==> src/rtl/multicycle_control32_pkg.sv <==
// rtl/multicycle_control32_pkg.sv - shared encodings for the multi-cycle MIPS control FSM
package multicycle_control32_pkg;

    localparam logic [5:0] OP_RTYPE = 6'b000000;
    localparam logic [5:0] OP_J     = 6'b000010;
    localparam logic [5:0] OP_JAL   = 6'b000011;
    localparam logic [5:0] OP_BEQ   = 6'b000100;
    localparam logic [5:0] OP_BNE   = 6'b000101;
    localparam logic [5:0] OP_LW    = 6'b100011;
    localparam logic [5:0] OP_SW    = 6'b101011;
    localparam logic [2:0] OP_IALU_HI = 3'b001;

    localparam logic [5:0] FN_JR       = 6'b001000;
    localparam logic [2:0] FN_SHIFT_HI = 3'b000;

    typedef enum logic [2:0] {
        ST_RESET  = 3'd0,
        ST_FETCH  = 3'd1,
        ST_DECODE = 3'd2,
        ST_EXEC   = 3'd3,
        ST_MEM    = 3'd4,
        ST_WB     = 3'd5
    } state_t;

    typedef enum logic [1:0] {
        PCSRC_BRANCH = 2'd0,
        PCSRC_JUMP   = 2'd1,
        PCSRC_JR     = 2'd2
    } pcsrc_t;

    // Execute unit reads bit 1 as "arithmetic/logic" and bit 0 as "compare for branch".
    typedef struct packed {
        logic arith;
        logic branch;
    } alu_op_t;

    typedef struct packed {
        logic r_format;
        logic i_format;
        logic lw;
        logic sw;
        logic beq;
        logic bne;
        logic j;
        logic jal;
        logic jr;
        logic sftmd;
        logic illegal;
    } dec_flags_t;

endpackage

==> src/rtl/control32_decode.sv <==
// rtl/control32_decode.sv - combinational opcode/funct to instruction-class flags
module control32_decode
    import multicycle_control32_pkg::*;
(
    input  logic [5:0] opcode,
    input  logic [5:0] funct,
    output dec_flags_t flags
);

    always_comb begin
        flags          = '0;
        flags.r_format = (opcode == OP_RTYPE);
        flags.i_format = (opcode[5:3] == OP_IALU_HI);
        flags.lw       = (opcode == OP_LW);
        flags.sw       = (opcode == OP_SW);
        flags.beq      = (opcode == OP_BEQ);
        flags.bne      = (opcode == OP_BNE);
        flags.j        = (opcode == OP_J);
        flags.jal      = (opcode == OP_JAL);
        flags.jr       = flags.r_format && (funct == FN_JR);
        flags.sftmd    = flags.r_format && (funct[5:3] == FN_SHIFT_HI);
        flags.illegal  = !(flags.r_format || flags.i_format || flags.lw || flags.sw ||
                           flags.beq || flags.bne || flags.j || flags.jal);
    end

endmodule

==> src/rtl/multicycle_control32.sv <==
// rtl/multicycle_control32.sv - multi-cycle control FSM for the 32-bit MIPS datapath
module multicycle_control32
    import multicycle_control32_pkg::*;
(
    input  logic       clock,
    input  logic       reset_n,
    input  logic [5:0] Opcode_in,
    input  logic [5:0] Function_in,
    input  logic       Zero,
    input  logic       Mem_ready,
    output logic       Inst_req,
    output logic       IRWrite,
    output logic [1:0] ALUOp,
    output logic       ALUSrc,
    output logic       I_format,
    output logic       Sftmd,
    output logic       RegDST,
    output logic       MemtoReg,
    output logic       MemRead,
    output logic       MemWrite,
    output logic       RegWrite,
    output logic       PCWrite,
    output logic [1:0] PCSrc,
    output logic       Jal,
    output logic       Illegal,
    output logic [2:0] State
);

    state_t     state_q, state_d;
    logic [5:0] opcode_q, opcode_d;
    logic [5:0] funct_q, funct_d;
    dec_flags_t dec;
    alu_op_t    alu_op;
    logic       post_exec;

    control32_decode u_decode (
        .opcode (opcode_q),
        .funct  (funct_q),
        .flags  (dec)
    );

    always_comb begin
        state_d  = state_q;
        opcode_d = opcode_q;
        funct_d  = funct_q;
        case (state_q)
            ST_RESET:  state_d = ST_FETCH;
            ST_FETCH: begin
                if (Mem_ready) begin
                    opcode_d = Opcode_in;
                    funct_d  = Function_in;
                    state_d  = ST_DECODE;
                end
            end
            // Illegal opcodes retire as a NOP; PC was already advanced in FETCH.
            ST_DECODE: state_d = dec.illegal ? ST_FETCH : ST_EXEC;
            ST_EXEC: begin
                if (dec.lw || dec.sw)
                    state_d = ST_MEM;
                else if (dec.beq || dec.bne || dec.j || dec.jr)
                    state_d = ST_FETCH;
                else
                    state_d = ST_WB;
            end
            ST_MEM: begin
                if (Mem_ready)
                    state_d = dec.lw ? ST_WB : ST_FETCH;
            end
            ST_WB:     state_d = ST_FETCH;
            default:   state_d = ST_RESET;
        endcase
    end

    always_ff @(posedge clock or negedge reset_n) begin
        if (!reset_n) begin
            state_q  <= ST_RESET;
            opcode_q <= '0;
            funct_q  <= '0;
        end else begin
            state_q  <= state_d;
            opcode_q <= opcode_d;
            funct_q  <= funct_d;
        end
    end

    assign post_exec = (state_q == ST_EXEC) || (state_q == ST_MEM) || (state_q == ST_WB);

    always_comb begin
        alu_op        = '0;
        alu_op.arith  = dec.r_format || dec.i_format;
        alu_op.branch = dec.beq || dec.bne;

        Inst_req = (state_q == ST_FETCH);
        IRWrite  = (state_q == ST_FETCH) && Mem_ready;
        ALUOp    = post_exec ? alu_op : 2'b00;
        ALUSrc   = post_exec && (dec.i_format || dec.lw || dec.sw);
        I_format = post_exec && dec.i_format;
        Sftmd    = post_exec && dec.sftmd;
        RegDST   = post_exec && dec.r_format;
        MemtoReg = post_exec && dec.lw;
        Jal      = post_exec && dec.jal;
        MemRead  = (state_q == ST_MEM) && dec.lw;
        MemWrite = (state_q == ST_MEM) && dec.sw;
        RegWrite = (state_q == ST_WB);
        Illegal  = (state_q == ST_DECODE) && dec.illegal;
        PCWrite  = 1'b0;
        PCSrc    = PCSRC_BRANCH;
        if (state_q == ST_EXEC) begin
            PCWrite = (dec.beq && Zero) || (dec.bne && !Zero) || dec.j || dec.jal || dec.jr;
            if (dec.jr)
                PCSrc = PCSRC_JR;
            else if (dec.j || dec.jal)
                PCSrc = PCSRC_JUMP;
        end
        State = state_q;
    end

endmodule
==> config.mk <==
export PLATFORM = sky130hd
export DESIGN_NAME = multicycle_control32
export DESIGN_NICKNAME = d
export VERILOG_FILES = /design/src/rtl/multicycle_control32_pkg.sv /design/src/rtl/control32_decode.sv /design/src/rtl/multicycle_control32.sv
export SDC_FILE = /design/constraint.sdc
export NUM_CORES = 1
export LEC_CHECK = 0
export BUFFER_PORTS_ARGS = -buffer_cell sky130_fd_sc_hd__buf_2
export CAP_MARGIN = 15
export CORE_UTILIZATION = 36
export CTS_BUF_LIST = sky130_fd_sc_hd__clkbuf_8
export CTS_CLUSTER_SIZE = 24
export DETAILED_ROUTE_END_ITERATION = 10
export GPL_TIMING_DRIVEN = 0
export SLEW_MARGIN = 20
export SYNTH_ARGS = -nofsm -noshare
export SYNTH_HDL_FRONTEND = slang
export SYNTH_SLANG_ARGS = --single-unit
==> constraint.sdc <==
create_clock -name clock -period 2.06 [get_ports clock]
set_clock_uncertainty 0.15 [all_clocks]
set_input_delay 0.103 -clock clock [delete_from_list [all_inputs] [get_ports clock]]
set_output_delay 0.103 -clock clock [all_outputs]
set_load 0.01 [all_outputs]
==> results of run 1 <==
## cells in the mapped netlist (2+ instances only)
cell	n	area share
a211oi_1	2	0.017
a21oi_1	3	0.017
buf_6	2	0.025
dfrtp_1	15	0.42
inv_1	4	0.017
mux2_2	10	0.13
nand2_1	6	0.025
nand2b_1	3	0.021
nor2_1	7	0.030
nor2b_1	2	0.014
nor3_1	7	0.040
o21ai_0	4	0.023
or3_1	2	0.014
## metal layers
layer	share of wire	track usage
met5	0	0
met4	0.0082	0.0856
met3	0.042	0.0292
met2	0.49	0.299
met1	0.46	0.220
## worst paths after layout
kind / startpoint / to / cells after the start
max in group asynchronous: reset_n / State[2] / 2
max: opcode_q[3] / Sftmd / 5
min in group asynchronous: reset_n / funct_q[3] / 2
min reg2reg: funct_q[2] / funct_q[2] / 1
min: Mem_ready / State[0] / 3
max reg2reg: funct_q[2] / State[2] / 4
## state kept, by name (all words and copies together) (netlist names)
register  cells
funct_q       6
opcode_q      6
State         3
## stage by stage
stage               TNS (ns)  area [sq um]  setup WS (ns)  cells
finish                     0          1290         0.0865    169
global route        -0.00873          1290       -0.00873    169
CTS                        0          1270         0.0410    168
detailed placement         0          1090          0.236    151
global placement           0          1090          0.271    151
floorplan                  0           883          0.397     88
## critical path, delay by kind of cell, from the launching register on
family	cells	cell delay, ns
AO/OA/AOI/OAI	1	0.15
AND/OR/NAND/NOR	3	0.72
flip-flops	1	0.44
buffers and inverters	1	0.17
## final cells by class
cell class / instances / area share
multi-input cells: 66 / 0.368
flip-flops and latches: 15 / 0.293
repair buffers: 49 / 0.242
clock buffers: 3 / 0.0319
well taps: 28 / 0.0271
plain buffers: 3 / 0.0232
inverters: 4 / 0.0116
clock inverters: 1 / 0.00290
## logic make-up after synthesis
family	Yosys count	synth area share
AO/OA/AOI/OAI	16	0.113
buffers and inverters	7	0.0510
AND/OR/NAND/NOR	39	0.273
flip-flops	15	0.425
XOR/XNOR	1	0.00992
multiplexers	10	0.127
## power groups by stage
stage / Clock, mW / Combinational [mW] / Sequential (mW)
floorplan: 0 / 0.519 / 0.588
global placement: 0 / 0.677 / 0.613
detailed placement: 0 / 0.691 / 0.622
CTS: 0.238 / 0.716 / 0.622
global route: 0.252 / 0.821 / 0.653
finish: 0.227 / 0.732 / 0.630
## timing repair
action	CTS	global route
buffers inserted	0	1
endpoints found under the hold margin	27	0
resized for setup	1	6
pin swaps	0	3
hold buffers	13	0
setup endpoints to repair	1	2
==> results by group, run 1 <==
Status
  • Status: finished clean

GRT
  • Largest net degree at the start of global routing: 16
  • Vias in the first global route: 802
  • Initial antenna violation count: 0
  • GRT Total Usage: 0.178
  • GRT Residual Overflow: 0
  • Global-route wire length before repair: 3430 um

Setup path
  • R2R Setup Slk: 0.34 ns
  • Crit-path slowest cell: dfrtp_1
  • Crit Path Category: flip-flop to primary output
  • Worst path max stage delay: 0.44 ns
  • Arr. time, crit path: 1.72 ns
  • CP Capture Type: primary output
  • Cell Chain, Critical Path: nor3_2 -> o21ai_1 -> or2_1 -> nor4_2 -> buf_2
  • Type of origin of the critical path: flip-flop
  • CP required: 1.81 ns
  • Crit-path max FO: 6

Route
  • Routed vias/inst: 5.04
  • Post-DRT Antenna Nets: 0
  • Drt drc: 0
  • Vias: 851
  • DRT iter0 DRCs: 5
  • Final wirelength: 2080 um
  • Routed length per instance: 12.3 um
  • 1st-pass router iterations: 4

Clock tree
  • CTS root buf: clkbuf_8
  • CTS Buffer Depth: 2
  • CTS tree: built
  • Max H-tree Level: 1
  • Reg clk slew, reported paths: 0.06 ns
  • Clock latency at the later pin of the worst-skew pair: 0.24 ns
  • CTS Buf Count: 3
  • Clk sink count: 15

Power and ir drop
  • Clk pwr share: 0.143
  • Cell Pwr Density: 1230 nW/um^2
  • Sw Ratio: 0.387
  • Logic pwr share: 0.461
  • Seq pwr share: 0.396
  • Leakage: 0.629 nW
  • Net Switching: 0.615 mW
  • Peak supply drop: 0.662 mV
  • Internal cell power: 0.974 mW
  • Power Total: 1.59 mW

Placed design
  • GP Congestion: 0.764
  • Number of buffers added on ports: 35
  • HPWL Detailed: 1520 um

Layout
  • Area of the multi-input gates: 477 sq um
  • Sequential standard cell area: 379 sq um
  • Commonest non-fill, non-tap cells in the layout: 35 x buf_2, 13 x dlygate4sd3_1, 12 x dfrtp_1, 10 x mux2_2, 7 x nor2_1
  • Final design utilization: 0.574
  • N_diodes: 0
  • Nets: 158
  • Most common cell after layout, fill and taps aside: buf_2
  • Share of layout cells above drive strength 1: 0.447
  • Fill count: 219
  • P&R area growth vs syn: 46.5%

STA
  • Final Cycle Share: 0.958
  • Tightest hold margin: 0.0579 ns
  • Final min period: 1.97 ns
  • Max Clock Freq: 507 MHz
  • Slew Limit Headroom: 0.736
  • Slew @ Worst Pin: 0.393 ns
  • Final slew viol count: 0
  • Final Hold Fails: 0
  • Final setup fails: 0

Floorplanning
  • Area of the core: 2250 sq um
  • Starting Density: 0.392
  • Die H: 51.5 um
  • Die width: 51.5 um
  • Die area: 2660 sq um
  • Cell row count: 17
  • I/O pin total: 36

Synthesis
  • Sequential share of the synthesized area: 0.425
  • Main synth FF type: dfrtp_1
  • Count of cell types in the netlist: 34
  • Post-synth EDFFs: 0
  • Syn Inst Count: 88
  • Synth warnings: 0
  • Synthesized area per cell: 10.0 sq um
  • Async S/R FF share, synth: 1.00
  • Syn Std Cell Area: 883 sq um
  • Synthesized flop and latch total: 15
  • Syn nets: 104

Hold path
  • Worst hold path class: input pin to flip-flop

Job
  • Max Cap Viol: 0
Note: power is estimated with default switching activity, not from simulation.
==> inputs of run 2 (changes only) <==
--- a/config.mk
+++ b/config.mk
@@ -15,4 +15,5 @@
 export SLEW_MARGIN = 20
 export SYNTH_ARGS = -nofsm -noshare
 export SYNTH_HDL_FRONTEND = slang
+export SYNTH_HIERARCHICAL = 1
 export SYNTH_SLANG_ARGS = --single-unit
==> run 2 against run 1 <==
- the flow now finishes with violations (negative setup slack)
- die area increased by 10%
- worst hold slack worse by 0.011 ns
- maximum frequency decreased by 8.8%
- wire length is 7.1% higher
- combinational power grew 29%
- global-route usage down 0.52 points
- total power grew 14%
- critical path depth increased by 1
- sequential share of layout area shrank 2.8 points
- core utilization is 1.2 points lower
- setup slack got worse by 0.19 ns
- sequential power hardly changed
- highest routed layer unchanged
==> results by group, run 2 <==
Status
  • Status: finished with violations
  • Failing checks: negative setup slack

STA
  • Final min period: 2.16 ns (+0.190 ns)
  • Post-route setup TNS: -0.250 ns (-0.250 ns)
  • Slew Limit Headroom: 0.714 (-0.0222)
  • Max Clock Freq: 462 MHz (-8.8%)
  • Tightest hold margin: 0.0473 ns (-0.0106 ns)
  • RSZ-0062 raised after global routing: yes
  • Final Cycle Share: 1.05 (+0.0924)
  • Worst Setup Slack, final: -0.104 ns (-0.190 ns)
  • Final Hold Fails: 0 (unchanged)
  • Final slew viol count: 0 (unchanged)
  • Final setup fails: 4 (+4)
  • Slew @ Worst Pin: 0.426 ns (+0.0334 ns)

Setup path
  • Worst path max stage delay: 0.54 ns (+0.10 ns)
  • Type of origin of the critical path: flip-flop
  • CP required: 1.81 ns (about the same)
  • Cell Chain, Critical Path: or4_4 -> nand2b_4 -> nor4_4 -> inv_1 -> a31oi_1 -> buf_2
  • Crit-path max FO: 4 (-2)
  • CP Capture Type: primary output
  • RR Startpoint: opcode_q[4]
  • R2R Setup Slk: -0.02 ns (-0.36 ns)
  • Crit Path Category: flip-flop to primary output
  • Crit path launch: opcode_q[4]
  • Crit-path slowest cell: or4_4
  • Arr. time, crit path: 1.91 ns (+0.19 ns)

Power and ir drop
  • Logic pwr share: 0.522 (+0.061)
  • Leakage: 0.688 nW (+9.4%)
  • Internal cell power: 1.12 mW (+15%)
  • Clk pwr share: 0.130 (-0.013)
  • Cell Pwr Density: 1280 nW/um^2 (+4.3%)
  • Seq pwr share: 0.348 (-0.048)
  • Sw Ratio: 0.383 (-0.00463)
  • Net Switching: 0.695 mW (+13%)
  • Peak supply drop: 0.863 mV (+30%)

GRT
  • GRT Residual Overflow: 0 (unchanged)
  • Global-route wire length before repair: 3590 um (+4.6%)
  • Initial antenna violation count: 0 (unchanged)
  • Largest net degree at the start of global routing: 16 (unchanged)
  • Vias in the first global route: 800 (-0.25%)
  • GRT Total Usage: 0.172 (-0.00524)

Synthesis
  • Synth area leaders: dfrtp_1 38%, mux2_4 14%, and2_1 4.5%
  • Main synth FF type: dfrtp_1
  • Commonest cells post-synth: 15 x dfrtp_1, 10 x nor2_1, 9 x mux2_4
  • Sequential share of the synthesized area: 0.384 (-0.0413)
  • Async S/R FF share, synth: 1.00 (unchanged)
  • Synthesized flop and latch total: 15 (unchanged)
  • Cell type with the highest aggregate area in the netlist: dfrtp_1
  • Syn Inst Count: 91 (+3.4%)
  • Count of cell types in the netlist: 30 (-12%)
  • Post-synth EDFFs: 0 (unchanged)
  • Synthesized area per cell: 10.8 sq um (+7.1%)
  • Syn nets: 107 (+2.9%)
  • Synth top area share: 0.384 (-0.0413)
  • Syn Std Cell Area: 978 sq um (+11%)
  • Most frequent cell after synthesis: dfrtp_1
  • Synth warnings: 6 (+6)

Hold path
  • Hold Path Origin: Mem_ready
  • Worst hold path class: input pin to flip-flop

Floorplanning
  • Die area: 2930 sq um (+10%)
  • Area of the core: 2520 sq um (+12%)
  • Die width: 54.1 um (+5.0%)
  • Die H: 54.1 um (+5.0%)
  • Cell row count: 18 (+1)
  • Starting Density: 0.388 (-0.00389)
  • I/O pin total: 36 (unchanged)

Route
  • Drt drc: 0 (unchanged)
  • DRT iter0 DRCs: 15 (+10)
  • Vias: 888 (+4.3%)
  • Routed length per instance: 12.5 um (+1.7%)
  • Post-DRT Antenna Nets: 0 (unchanged)
  • Final wirelength: 2230 um (+7.1%)
  • Routed vias/inst: 4.99 (-0.93%)
  • 1st-pass router iterations: 4 (unchanged)

Clock tree
  • CTS Buffer Depth: 2 (unchanged)
  • CTS tree: built
  • Clock latency at the later pin of the worst-skew pair: 0.24 ns (about the same)
  • CTS Buf Count: 3 (unchanged)
  • Reg clk slew, reported paths: 0.06 ns (about the same)
  • Clk sink count: 15 (unchanged)
  • Max H-tree Level: 1 (unchanged)
  • CTS root buf: clkbuf_8

Placed design
  • Number of buffers added on ports: 35 (unchanged)
  • GP Congestion: 0.716 (-6.3%)
  • Placed Area: 1190 sq um (+8.9%)
  • Placed cell count: 156 (+3.3%)
  • HPWL Detailed: 1580 um (+4.3%)

Layout
  • Fill count: 260 (+19%)
  • Sequential standard cell area: 375 sq um (-0.99%)
  • Final design utilization: 0.562 (-0.0123)
  • Area of the multi-input gates: 557 sq um (+17%)
  • P&R area growth vs syn: 44.8%
  • Share of layout cells above drive strength 1: 0.446 (-0.000863)
  • Nets: 165 (+4.4%)
  • Most common cell after layout, fill and taps aside: buf_2
  • Fin area: 1420 sq um (+9.5%)
  • Commonest non-fill, non-tap cells in the layout: 35 x buf_2, 15 x dfrtp_1, 13 x dlygate4sd3_1, 10 x nor2_1, 9 x mux2_4
  • N_diodes: 0 (unchanged)
  • Final non-filler cell total: 178 (+5.3%)

Job
  • Max Cap Viol: 0 (unchanged)
## run 2: cell count changes after synthesis, sizes merged, moves of 3 or more
cell	change
nor2	+3
nor3b	+3
or3	-3
and2	+7
a21oi	-3
nand2	-4
## run 2: kinds of logic after synthesis
logic type             Yosys count  synth area share
AOI/OAI and AO/OA               13            0.0869
buffers and inverters            7            0.0588
DFF                             15             0.384
muxes                           13             0.183
and+or+nand+nor                 43             0.288
## run 2: metrics by stage
step | setup WS, ns | power (mW)
floorplan | 0.143 | 1.27
global placement | 0.00772 | 1.47
detailed placement | -0.0164 | 1.50
CTS | -0.0960 | 1.81
global route | -0.224 | 1.94
finish | -0.104 | 1.82
## run 2: layout make-up
type / instances / share of cell area
Buffer: 3 / 0.0300
Clock buffer: 3 / 0.0292
Clock inverter: 1 / 0.00353
Inverter: 4 / 0.0106
Multi-Input combinational cell: 69 / 0.393
Sequential cell: 15 / 0.265
Tap cell: 30 / 0.0265
Timing Repair Buffer: 53 / 0.242
## run 2: worst max-delay path, delay by kind of cell (launching register included)
family / cells / cell delay (ns)
buf+inv: 2 / 0.24
simple gates: 3 / 0.89
compound gates: 1 / 0.13
flops: 1 / 0.40
## run 2: power by group through the flow
stage / sequential, mW / combinational [mW] / clock [mW]
2_1_floorplan: 0.608 / 0.666 / 0
3_3_place_gp: 0.638 / 0.834 / 0
4_1_cts: 0.636 / 0.929 / 0.245
5_1_grt: 0.655 / 1.03 / 0.258
3_5_place_dp: 0.651 / 0.851 / 0
6_report: 0.633 / 0.947 / 0.236
## run 2: repair_timing
action                                  4_1_cts  5_1_grt
endpoints found under the hold margin        27        0
cloned                                        0        0
endpoints found under the setup margin        4        5
setup buffers                                 4        1
pin swaps                                     2        0
gates resized for setup                       1        1
hold buffers                                 13        0
## run 2: path summary, 6_finish.rpt
kind | cells past startpoint | to
worst max-delay path | 6 | PCWrite
worst min-delay path | 3 | State[2]
worst max register to register | 8 | State[2]
worst min register to register | 1 | funct_q[1]
max in group asynchronous | 2 | funct_q[0]
min in group asynchronous | 2 | State[1]
## run 2: routing by layer
metal	track usage	wire, um
met1	0.227	1100
met2	0.283	1030
met3	0.0254	85
met4	0.0641	16
met5	0	0
